===== config.mk =====
export PLATFORM = sky130hd
export DESIGN_NAME = vga_fb_arbiter_flat
export DESIGN_NICKNAME = d
export VERILOG_FILES = /design/src/rtl/vga_fb_pkg.sv /design/src/rtl/vga_fb_arbiter_if.sv /design/src/rtl/vga_fb_addr_gen.sv /design/src/rtl/vga_fb_arbiter.sv /design/src/flat_wrapper.sv
export SDC_FILE = /design/constraint.sdc
export NUM_CORES = 1
export LEC_CHECK = 0
export ABC_AREA = 0
export CAP_MARGIN = 20
export CORE_AREA = 5 5 92 94
export DETAILED_ROUTE_END_ITERATION = 8
export DIE_AREA = 0 0 97 99
export GPL_ROUTABILITY_DRIVEN = 0
export PLACE_DENSITY_LB_ADDON = 0.25
export SLEW_MARGIN = 25
export SYNTH_ARGS = -nofsm -noshare
export SYNTH_HDL_FRONTEND = slang
export SYNTH_HIERARCHICAL = 1
export SYNTH_SLANG_ARGS = --single-unit

===== constraint.sdc =====
create_clock -name i_clk_25m -period 9 [get_ports i_clk_25m]
set_input_delay 1.8 -clock i_clk_25m [delete_from_list [all_inputs] [get_ports i_clk_25m]]
set_output_delay 1.8 -clock i_clk_25m [all_outputs]
set_load 0.01 [all_outputs]

===== src/rtl/vga_fb_pkg.sv =====
// Shared frame-buffer definitions: image geometry, bus widths, loader states.
package vga_fb_pkg;

    localparam int IMG_W     = 400;
    localparam int IMG_H     = 300;
    localparam int DATA_W    = 24;
    localparam int ADDR_W    = 17;
    localparam int FB_PIXELS = IMG_W * IMG_H;

    typedef logic [DATA_W-1:0] pixel_t;
    typedef logic [ADDR_W-1:0] addr_t;

    typedef enum logic [1:0] {
        ST_IDLE = 2'd0,
        ST_LOAD = 2'd1,
        ST_DONE = 2'd2
    } ld_state_t;

    localparam pixel_t BLACK = '0;

endpackage


===== src/rtl/vga_fb_arbiter_if.sv =====
// Frame-buffer arbiter bus: VGA timing in, pixel out, loader handshake, RAM port.
// Slave is the arbiter; master is the surrounding system (timing gen, loader, RAM).
interface vga_fb_arbiter_if import vga_fb_pkg::*; ();

    logic [10:0] vga_xpos;
    logic [10:0] vga_ypos;
    logic        vga_de;
    pixel_t      vga_data;

    logic        ld_start;
    logic        ld_valid;
    pixel_t      ld_data;
    logic        ld_ready;
    logic        ld_busy;
    logic        ld_done;

    addr_t       ram_addr;
    pixel_t      ram_wdata;
    logic        ram_wren;
    pixel_t      ram_rdata;

    modport slave (
        input  vga_xpos, vga_ypos, vga_de, ld_start, ld_valid, ld_data, ram_rdata,
        output vga_data, ld_ready, ld_busy, ld_done, ram_addr, ram_wdata, ram_wren
    );

    modport master (
        output vga_xpos, vga_ypos, vga_de, ld_start, ld_valid, ld_data, ram_rdata,
        input  vga_data, ld_ready, ld_busy, ld_done, ram_addr, ram_wdata, ram_wren
    );

endinterface


===== src/rtl/vga_fb_addr_gen.sv =====
// Maps a 2x-upscaled display position to a frame-buffer address and flags read slots.
// Purely combinational, no backpressure.
module vga_fb_addr_gen #(
    parameter int IMG_W = vga_fb_pkg::IMG_W,
    parameter int IMG_H = vga_fb_pkg::IMG_H
) (
    input  logic [10:0]        i_xpos,
    input  logic [10:0]        i_ypos,
    input  logic               i_de,
    output logic               o_in_range,
    output logic               o_read_slot,
    output vga_fb_pkg::addr_t  o_rd_addr
);
    import vga_fb_pkg::*;

    localparam addr_t IMG_W_V = addr_t'(IMG_W);

    logic [9:0] w_x;
    logic [9:0] w_y;
    addr_t      w_row_base;

    assign w_x = i_xpos[10:1];
    assign w_y = i_ypos[10:1];

    // Row base = y * IMG_W unrolled into one shifted add per set bit of the constant.
    always_comb begin
        w_row_base = '0;
        for (int b = 0; b < ADDR_W; b++) begin
            if (IMG_W_V[b]) begin
                w_row_base = w_row_base + (addr_t'(w_y) << b);
            end
        end
    end

    assign o_in_range  = i_de && (int'(w_x) < IMG_W) && (int'(w_y) < IMG_H);
    assign o_read_slot = o_in_range && !i_xpos[0];
    assign o_rd_addr   = w_row_base + addr_t'(w_x);

endmodule


===== src/rtl/vga_fb_arbiter.sv =====
// Shares the frame-buffer RAM between the real-time VGA fetch (absolute priority) and a raster loader.
// Pixel out RD_LAT+1 cycles after xpos; the loader is stalled via ld_ready in every read slot.
module vga_fb_arbiter #(
    parameter int IMG_W  = vga_fb_pkg::IMG_W,
    parameter int IMG_H  = vga_fb_pkg::IMG_H,
    parameter int RD_LAT = 1
) (
    input  logic              i_clk_25m,
    input  logic              i_rst,
    vga_fb_arbiter_if.slave   bus
);
    import vga_fb_pkg::*;

    localparam addr_t LAST_ADDR = addr_t'(IMG_W * IMG_H - 1);

    ld_state_t          r_state;
    ld_state_t          w_state_nxt;
    addr_t              r_wr_cnt;
    addr_t              w_wr_cnt_nxt;
    logic [RD_LAT-1:0]  r_rd_vld;
    logic [RD_LAT-1:0]  r_hold_vld;
    pixel_t             r_pix;

    logic               w_in_range;
    logic               w_read_slot;
    addr_t              w_rd_addr;
    logic               w_xfer;

    vga_fb_addr_gen #(
        .IMG_W (IMG_W),
        .IMG_H (IMG_H)
    ) u_addr_gen (
        .i_xpos      (bus.vga_xpos),
        .i_ypos      (bus.vga_ypos),
        .i_de        (bus.vga_de),
        .o_in_range  (w_in_range),
        .o_read_slot (w_read_slot),
        .o_rd_addr   (w_rd_addr)
    );

    assign bus.ld_ready  = (r_state == ST_LOAD) && !w_read_slot;
    assign w_xfer        = bus.ld_valid && bus.ld_ready;
    assign bus.ram_addr  = w_read_slot ? w_rd_addr : r_wr_cnt;
    assign bus.ram_wdata = w_xfer ? bus.ld_data : BLACK;
    assign bus.ram_wren  = w_xfer;
    assign bus.ld_busy   = (r_state == ST_LOAD);
    assign bus.ld_done   = (r_state == ST_DONE);
    assign bus.vga_data  = r_pix;

    always_comb begin
        w_state_nxt  = r_state;
        w_wr_cnt_nxt = r_wr_cnt;
        case (r_state)
            ST_IDLE: begin
                if (bus.ld_start) begin
                    w_state_nxt  = ST_LOAD;
                    w_wr_cnt_nxt = '0;
                end
            end
            ST_LOAD: begin
                if (w_xfer) begin
                    if (r_wr_cnt == LAST_ADDR) begin
                        w_state_nxt  = ST_DONE;
                        w_wr_cnt_nxt = '0;
                    end else begin
                        w_wr_cnt_nxt = r_wr_cnt + addr_t'(1);
                    end
                end
            end
            ST_DONE: w_state_nxt = ST_IDLE;
            default: w_state_nxt = ST_IDLE;
        endcase
    end

    // Odd columns carry a hold flag so the even-column fetch is shown twice.
    always_ff @(posedge i_clk_25m) begin
        if (i_rst) begin
            r_state    <= ST_IDLE;
            r_wr_cnt   <= '0;
            r_rd_vld   <= '0;
            r_hold_vld <= '0;
            r_pix      <= BLACK;
        end else begin
            r_state       <= w_state_nxt;
            r_wr_cnt      <= w_wr_cnt_nxt;
            r_rd_vld[0]   <= w_read_slot;
            r_hold_vld[0] <= w_in_range && bus.vga_xpos[0];
            for (int i = 1; i < RD_LAT; i++) begin
                r_rd_vld[i]   <= r_rd_vld[i-1];
                r_hold_vld[i] <= r_hold_vld[i-1];
            end
            if (r_rd_vld[RD_LAT-1]) begin
                r_pix <= bus.ram_rdata;
            end else if (!r_hold_vld[RD_LAT-1]) begin
                r_pix <= BLACK;
            end
        end
    end

endmodule


===== src/flat_wrapper.sv =====
// flat-port wrapper written by rule: the top's interface ports become plain ports
module vga_fb_arbiter_flat import vga_fb_pkg::*;
#(
    parameter int IMG_W  = vga_fb_pkg::IMG_W,
    parameter int IMG_H  = vga_fb_pkg::IMG_H,
    parameter int RD_LAT = 1
)
  (i_clk_25m, i_rst, bus_vga_xpos, bus_vga_ypos, bus_vga_de, bus_ld_start, bus_ld_valid, bus_ld_data, bus_ram_rdata, bus_vga_data, bus_ld_ready, bus_ld_busy, bus_ld_done, bus_ram_addr, bus_ram_wdata, bus_ram_wren);
  vga_fb_arbiter_if bus_i ();
  input  logic i_clk_25m;
  input  logic i_rst;
  input wire logic [$bits(bus_i.vga_xpos)-1:0] bus_vga_xpos;
  input wire logic [$bits(bus_i.vga_ypos)-1:0] bus_vga_ypos;
  input wire logic [$bits(bus_i.vga_de)-1:0] bus_vga_de;
  input wire logic [$bits(bus_i.ld_start)-1:0] bus_ld_start;
  input wire logic [$bits(bus_i.ld_valid)-1:0] bus_ld_valid;
  input wire logic [$bits(bus_i.ld_data)-1:0] bus_ld_data;
  input wire logic [$bits(bus_i.ram_rdata)-1:0] bus_ram_rdata;
  output wire logic [$bits(bus_i.vga_data)-1:0] bus_vga_data;
  output wire logic [$bits(bus_i.ld_ready)-1:0] bus_ld_ready;
  output wire logic [$bits(bus_i.ld_busy)-1:0] bus_ld_busy;
  output wire logic [$bits(bus_i.ld_done)-1:0] bus_ld_done;
  output wire logic [$bits(bus_i.ram_addr)-1:0] bus_ram_addr;
  output wire logic [$bits(bus_i.ram_wdata)-1:0] bus_ram_wdata;
  output wire logic [$bits(bus_i.ram_wren)-1:0] bus_ram_wren;
  assign bus_i.vga_xpos = bus_vga_xpos;
  assign bus_i.vga_ypos = bus_vga_ypos;
  assign bus_i.vga_de = bus_vga_de;
  assign bus_i.ld_start = bus_ld_start;
  assign bus_i.ld_valid = bus_ld_valid;
  assign bus_i.ld_data = bus_ld_data;
  assign bus_i.ram_rdata = bus_ram_rdata;
  assign bus_vga_data = bus_i.vga_data;
  assign bus_ld_ready = bus_i.ld_ready;
  assign bus_ld_busy = bus_i.ld_busy;
  assign bus_ld_done = bus_i.ld_done;
  assign bus_ram_addr = bus_i.ram_addr;
  assign bus_ram_wdata = bus_i.ram_wdata;
  assign bus_ram_wren = bus_i.ram_wren;
  vga_fb_arbiter #(.IMG_W(IMG_W), .IMG_H(IMG_H), .RD_LAT(RD_LAT)) u_core (.i_clk_25m(i_clk_25m), .i_rst(i_rst), .bus(bus_i));
endmodule

### Yosys cells after proc, flatten, opt, wreduce, memory -nomap -nowiden

Index checks and enable logic that the tools add are counted.

* flip-flop bits (word level): 45
* bits of input ports: 75
* output and inout bits: 69
* word-level logic and storage cells: 42

* add/sub/neg operators: 4
* magnitude comparators: 2
* eq/ne operators: 7
* mux-type cells: 12
* reduce and logical (&&, ||, !) cells: 12

Operator list (number)
* two-way mux 24 bit: 3
* two-way mux 17 bit: 4
* case mux 17 bit (2 select lines): 1
* less-than comparator 10 x 9 -> 1 bit, second input constant: 2
* adder 14 x 17 -> 17 bit: 1
* adder 17 x 1 -> 17 bit, second input constant: 1
* adder 17 x 10 -> 17 bit: 1
* adder 17 bit: 1
* == test 17 bit, second input constant: 1
* logical AND 1 bit: 6
* two-way mux 2 bit: 3
* inequality test 2 x 1 -> 1 bit, second input constant: 3
* AND reduction 3 bit: 2
* case mux 2 bit (2 select lines): 1
* == test 2 x 1 -> 1 bit, second input constant: 1
* == test 2 bit, second input constant: 1
* logical NOT 1 bit: 2
* logical NOT 2 bit: 1
* inequality test 2 bit, second input constant: 1
* nonzero test 2 bit: 1

### Longest topological paths before layout

Gate-level depths: netlist of the first run.

* word-level depth: 9
* mapped depth: 12
* gate-level depth less buffers: 12

### By module

The synthesis of the first run kept the hierarchy.

Modules (own cells, without submodules)
* vga_fb_arbiter: times used 1, cells each 292, area an instance 2275.9 um^2, sequential area each 900.9 um^2
* vga_fb_addr_gen: times used 1, cells each 121, area an instance 1056.0 um^2, sequential area each 0.0 um^2

### Worst setup path before layout of the first run

OpenSTA, ideal clock, no wires.

* path type: input port to output port
* from: input port bus_vga_xpos[8]
* to: output port bus_ram_addr[14]
* arrival time: 4097 ps
* data required time: 7200 ps
* path slack: 3103 ps
* stages: 10
* path buffers: 0
* path through: inv_1 > fa_1 > inv_1 > ha_1 > fa_1 > a21oi_2 > o211ai_2 > o41ai_2 > xnor2_1 > mux2_2

* elaborated cells between the ends (all ways): 6
* those cells by class: 1 x add/sub; 1 x order compare; 1 x mux; 3 x reduce/logical

RTL lines
* start: declaration: line flat_wrapper.sv:12 `input wire logic [$bits(bus_i.vga_xpos)-1:0] bus_vga_xpos;`
* adder 17 x 10 -> 17 bit: line vga_fb_addr_gen.sv:37 `assign o_rd_addr = w_row_base + addr_t'(w_x);`
* via u_core.w_rd_addr[14]: line vga_fb_arbiter.sv:26 `addr_t w_rd_addr;`
* two-way mux 17 bit: line vga_fb_arbiter.sv:43 `assign bus.ram_addr = w_read_slot ? w_rd_addr : r_wr_cnt;`
* end: declaration: line flat_wrapper.sv:23 `output wire logic [$bits(bus_i.ram_addr)-1:0] bus_ram_addr;`

The timed path passes the listed nets, and every way through them passes these cells.

### Final worst setup path of the first run

* from: input port bus_vga_ypos[3]
* to: output port bus_ram_addr[15]

* cells in the longest elaborated chain, start to end: 4
* elaborated cells between the ends (all ways): 7
* those cells by class: 3 x add/sub; 1 x order compare; 1 x mux; 2 x reduce/logical

Ends and longest elaborated chain
* start: declaration: line flat_wrapper.sv:13 `input wire logic [$bits(bus_i.vga_ypos)-1:0] bus_vga_ypos;`
* adder 14 x 17 -> 17 bit: line vga_fb_addr_gen.sv:30 `w_row_base = w_row_base + (addr_t'(w_y) << b);`
* adder 17 bit *: line vga_fb_addr_gen.sv:30
* adder 17 x 10 -> 17 bit *: line vga_fb_addr_gen.sv:37
* via u_core.w_rd_addr[15]: line vga_fb_arbiter.sv:26
* two-way mux 17 bit *: line vga_fb_arbiter.sv:43

Mark *: on every way through the listed nets, which the timed path passes. The rest lies on a longest branch.

==> impl_metrics.py, run 1 <==
metrics = {
    "outcome": {
        "status": "finished clean",
    },
    "grt": {
        "grt_pass1_vias": 3214,
        "gr-total-overflow": 0,
        "grt_first_pass_wirelength_mm": 14.9,
        "grt_max_degree": 49,
        "grt_util_all_layers_pct": 18.4,
        "grt_antenna_before_repair": 0,
    },
    "critical_path": {
        "required_ns": 7.20,
        "crit_arrival_ns": 5.27,
        "worstSetupPathType": "in2out",
        "crit_path_end_kind": "primary output",
        "cp-start-kind": "input pin",
        "critical_path.max_fanout": 5,
    },
    "drt": {
        "first_iter_violations": 104,
        "drt_pass1_iterations": 4,
        "vias": 3232,
        "route.detailed.drc": 0,
        "via_per_inst": 5.00,
        "finalWirelength_mm": 9.09,
        "ant_nets": 0,
        "wire_per_inst_um": 14.0,
    },
    "clock_tree": {
        "clock_latency_ns": 0.30,
        "clk_pin_slew_worst_paths_ns": 0.09,
        "cts_buffer_depth": 2,
        "cts_setup_buffers": 0,
        "cts_inserted_buffers": 5,
        "cts_tree": "done",
        "cts-resized-gates": 0,
        "h-tree-depth": 2,
        "cts_root_buffer": "clkbuf_8",
        "clkSinkCount": 45,
        "hold_buffers": 0,
    },
    "synthesis": {
        "async_reset_ff_share_pct": 0,
        "synth_edf_count": 0,
        "synth_seq_cells": 45,
        "synth_cells": 413,
        "yosysSeqAreaShare_pct": 27.0,
        "synth_flop_cell": "dfxtp_1",
        "synth_cell_type_count": 43,
        "syn_area_per_cell_um2": 8.07,
        "postSynthNetCount": 529,
        "syn_area_um2": 3330,
        "yosys_warnings": 6,
    },
    "power": {
        "peakVddDrop_mv": 0.0693,
        "power.leakage_nw": 2.02,
        "total_power_uw": 530,
        "p_per_area_nw_per_um2": 108,
    },
    "sta": {
        "relSlewSlack_pct": 44.2,
        "slew_violations": 0,
        "max_clock_freq_ghz": 0.141,
        "worst_pin_slew_ns": 0.831,
        "fin_tns_setup_ns": 0,
        "fin_crit_sh_pct": 78.6,
        "finClkSkew_ns": 0.00720,
        "finalSetupViolations": 0,
        "rsz0062_at_grt": "no",
        "period_needed_ns": 7.07,
        "finalWorstSetupSlack_ns": 1.93,
        "hold_viol": 0,
    },
    "final_layout": {
        "mostFrequentLayoutCell": "clkdlybuf4s50_1",
        "layout.cells.non_filler": 647,
        "drive_gt1_share_pct": 7.71,
        "layout_common_cells": "clkdlybuf4s50_1 (142), nor2_1 (74), dfxtp_1 (45)",
        "diodes": 0,
        "nets": 660,
        "syn2layout_area_growth_pct": 47.1,
        "postLayoutCellArea_um2": 4900,
    },
    "placement": {
        "place_ws_ns": 1.93,
        "placed_area_um2": 4810,
        "hpwl_mm": 7.25,
        "port_buffers": 142,
        "placed_cells": 639,
    },
    "hold_path": {
        "hp-class": "reg2reg",
    },
    "floorplan": {
        "fp.dieH_um": 99,
        "fp.dieW_um": 97,
        "core_um2": 7570,
        "initial_utilization_pct": 44.0,
        "dieArea_um2": 9600,
        "io-pin-count": 144,
        "rows": 32,
    },
    "flow_run": {
        "cap_violations": 0,
    },
}
[worst max-delay path, stage by stage]
cell             delay (ns)
clkdlybuf4s50_1        0.52
inv_1                  0.10
fa_1                   0.47
fa_1                   0.52
inv_1                  0.05
ha_1                   0.35
nand3_1                0.13
o211ai_2               0.13
a211oi_1               0.31
xnor2_1                0.17
mux2_2                 0.18
clkdlybuf4s50_1        0.53
[cell type report]
cell class                      instances  area (um2)
Clock buffer                            5        68.8
Clock inverter                          3        25.0
Fill cell                             653        2670
Inverter                               27         101
Multi-Input combinational cell        320        2230
Sequential cell                        45         901
Tap cell                              102         128
Timing Repair Buffer                  145        1440
[power by group]
group	internal [mW]	switching [mW]
Sequential	0.200	0.00165
Combinational	0.101	0.0966
Clock	0.0561	0.0738
[kinds of logic (layout without fill, tap and decap cells)]
kind of cell	Yosys count	after routing	synth area share [%]
compound gates	54	54	11.0
xor+xnor	22	22	5.78
fa+ha+maj	41	41	17.6
buf+inv	48	180	5.97
flops	45	45	27.0
mux	17	17	5.75
simple gates	186	186	26.8
[per-stage QoR]
| step | util (%) | hold slack, ns |
|---|---|---|
| floorplan | - | 0.468 |
| global placement | 63.5 | 0.494 |
| detailed placement | 63.5 | 0.496 |
| CTS | 64.7 | 0.508 |
| global route | 64.7 | 0.536 |
| finish | 64.7 | 0.508 |
[synth_stat cells (all sizes together) (4+ instances only)]
cell type / count / area (um2)
o21ai: 5 / 25.0
xnor2: 10 / 87.6
nand4: 5 / 31.3
dfxtp: 45 / 901
xor2: 12 / 105
and2: 24 / 150
a21oi: 35 / 179
mux2: 17 / 191
nand2: 38 / 143
and3: 4 / 25.0
fa: 10 / 200
inv: 27 / 101
ha: 31 / 388
nor2: 76 / 290
clkbuf: 14 / 52.6
nand3: 18 / 90.1
buf: 7 / 45.1
[metal layers]
metal,routed length [um],GRT usage (%)
met1,3960,22.8
met2,4380,32.3
met3,717,6.02
met4,24,1.84
met5,0,0
[worst paths after layout]
| path | start | to | slack [ns] | depth (start not counted) |
|---|---|---|---|---|
| worst max-delay path | bus_vga_ypos[3] | bus_ram_addr[15] | 1.93 | 12 |
| worst min register to register | u_core/r_wr_cnt[1] | u_core/r_wr_cnt[1] | 0.51 | 2 |
| worst min-delay path | u_core/r_wr_cnt[1] | u_core/r_wr_cnt[1] | 0.51 | 2 |
| worst max register to register | u_core/r_wr_cnt[0] | u_core/r_wr_cnt[8] | 6.70 | 6 |
[state kept, by name, summed over array words and instances, names as in the netlist]
name and count:
u_core/r_hold_vld 1, u_core/r_rd_vld 1, u_core/bus.vga_data 24, u_core/r_wr_cnt 17
u_core/r_state 2
(Power assumes the default switching activity.)
==> run 2, diff against run 1 <==
--- a/config.mk
+++ b/config.mk
@@ -7,9 +7,9 @@
 export LEC_CHECK = 0
 export ABC_AREA = 0
 export CAP_MARGIN = 20
-export CORE_AREA = 5 5 92 94
+export CORE_AREA = 5 5 99 101
 export DETAILED_ROUTE_END_ITERATION = 8
-export DIE_AREA = 0 0 97 99
+export DIE_AREA = 0 0 104 106
 export GPL_ROUTABILITY_DRIVEN = 0
 export PLACE_DENSITY_LB_ADDON = 0.25
 export SLEW_MARGIN = 25
==> constraint.sdc (replaced) <==
create_clock -name i_clk_25m -period 6.35 [get_ports i_clk_25m]
set_input_delay 1.27 -clock i_clk_25m [delete_from_list [all_inputs] [get_ports i_clk_25m]]
set_output_delay 1.27 -clock i_clk_25m [all_outputs]
set_load 0.01 [all_outputs]
==> impl_metrics.py, run 2 (same netlist as run 1, synthesis figures left out) <==
metrics = {
    "power": {
        "seqPwrFrac_pct": 38.1,
        "cell_internal_pwr_uw": 507,
        "clkPwrFrac_pct": 24.7,
        "p_per_area_nw_per_um2": 153,
        "peakVddDrop_mv": 0.105,
        "power.leakage_nw": 2.02,
        "comb_power_share_pct": 37.3,
        "p_sw_uw": 244,
        "switching_share_pct": 32.5,
    },
    "grt": {
        "grt_first_pass_wirelength_mm": 15.1,
        "gr-total-overflow": 0,
        "grt_pass1_vias": 3106,
        "grt_antenna_before_repair": 0,
        "grt_util_all_layers_pct": 16.1,
        "grt_max_degree": 49,
    },
    "clock_tree": {
        "hold_buffers": 0,
        "clk_pin_slew_worst_paths_ns": 0.08,
        "cts-resized-gates": 0,
        "h-tree-depth": 2,
        "clock_latency_ns": 0.30,
        "cts_buffer_depth": 2,
        "cts_inserted_buffers": 5,
        "cts_setup_buffers": 0,
        "clkSinkCount": 45,
        "cts_tree": "done",
        "cts_root_buffer": "clkbuf_8",
    },
    "sta": {
        "rsz0062_at_grt": "no",
        "finClkSkew_ns": 0.0136,
        "hold_viol": 0,
        "fin_crit_sh_pct": 95.8,
        "worst_pin_slew_ns": 0.863,
        "relSlewSlack_pct": 42.1,
        "finalSetupViolations": 0,
        "fin_tns_setup_ns": 0,
        "period_needed_ns": 6.08,
        "slew_violations": 0,
        "max_clock_freq_ghz": 0.164,
    },
    "floorplan": {
        "rows": 35,
        "initial_utilization_pct": 37.3,
        "fp.dieW_um": 104,
        "core_um2": 8930,
        "dieArea_um2": 11000,
        "io-pin-count": 144,
        "fp.dieH_um": 106,
    },
    "flow_run": {
        "cap_violations": 0,
    },
    "critical_path": {
        "crit_arrival_ns": 4.81,
        "cpLargestDelayFamily": "adder cells",
        "critPathSlowestCell": "clkdlybuf4s50_1",
        "required_ns": 5.08,
        "critical_path.max_fanout": 5,
        "slowest_delay_ns": 0.54,
        "worstSetupPathType": "in2out",
        "crit_chain": "clkdlybuf4s50_1 > inv_1 > fa_1 > fa_1 > inv_1 > ha_1 > nand3_1 > o211ai_2 > o221ai_2 > xnor2_1 > mux2_2 > clkdlybuf4s50_1",
        "cp-start-kind": "input pin",
        "crit_path_end_kind": "primary output",
        "critPathBufInv": 4,
    },
    "outcome": {
        "status": "finished clean",
    },
    "drt": {
        "via_per_inst": 4.84,
        "finalWirelength_mm": 9.13,
        "vias": 3175,
        "route.detailed.drc": 0,
        "ant_nets": 0,
        "drt_pass1_iterations": 6,
        "first_iter_violations": 71,
        "wire_per_inst_um": 13.9,
    },
    "final_layout": {
        "drive_gt1_share_pct": 7.71,
        "postLayoutCellArea_um2": 4910,
        "diodes": 0,
        "layout_common_cells": "clkdlybuf4s50_1 (142), nor2_1 (74), dfxtp_1 (45)",
        "nets": 660,
        "largest_register_ffs": 24,
        "finish.utilization_pct": 55.0,
        "syn2layout_area_growth_pct": 47.4,
        "mostFrequentLayoutCell": "clkdlybuf4s50_1",
    },
    "hold_path": {
        "hp-class": "reg2reg",
    },
    "placement": {
        "port_buffers": 142,
        "placed_area_um2": 4820,
        "hpwl_mm": 7.30,
    },
}
run 2: cell counts in the layout (fill, tap and decap cells not counted):
No cell type changed its count.
run 2: worst register-to-register path, stage by stage (launching register included):
cell and delay, ns:
dfxtp_1 0.43, ha_1 0.23, nand3_1 0.25, nor4_2 0.34, nand3_1 0.17, o21ai_1 0.71
nor2_1 0.12
run 2: final timing paths:
kind	start	to	slack [ns]	cells after the start
hold / removal	u_core/r_wr_cnt[1]	u_core/r_wr_cnt[1]	0.52	2
setup reg to reg	u_core/r_wr_cnt[0]	u_core/r_wr_cnt[12]	3.97	6
setup / recovery	bus_vga_ypos[3]	bus_ram_addr[16]	0.27	12
hold reg to reg	u_core/r_wr_cnt[1]	u_core/r_wr_cnt[1]	0.52	2
run 2: through the flow:
step / hold slack (ns) / power (mW) / setup WS (ns) / std cells
after detailed placement: 0.501 / 0.571 / 0.260 / 648
after CTS: 0.520 / 0.760 / 0.235 / 656
final: 0.520 / 0.751 / 0.270 / 656
after global routing: 0.544 / 0.804 / 0.0978 / 656
after floorplan: 0.468 / 0.465 / 1.51 / 413
after global placement: 0.495 / 0.567 / 0.297 / 648
run 2: layout make-up:
cell class	count	area, um2
timing repair buffer	145	1440
clock inverter	3	25.0
fill	844	4020
sequential	45	901
clock buffer	5	68.8
multi-input combinational	320	2230
tap	111	139
inverter	27	101
run 2: power groups by stage:
stage | clock, mW | combinational, mW | sequential [mW]
floorplan | 0 | 0.173 | 0.292
global placement | 0 | 0.274 | 0.293
detailed placement | 0 | 0.279 | 0.293
CTS | 0.192 | 0.282 | 0.286
global route | 0.204 | 0.313 | 0.287
finish | 0.185 | 0.280 | 0.286
run 2: routing by layer:
layer  GRT usage, %  part of all wire (%)
met3           4.49                   5.9
met4           1.76                  0.42
met1           21.8                    47
met2           26.3                    47
met5              0                     0
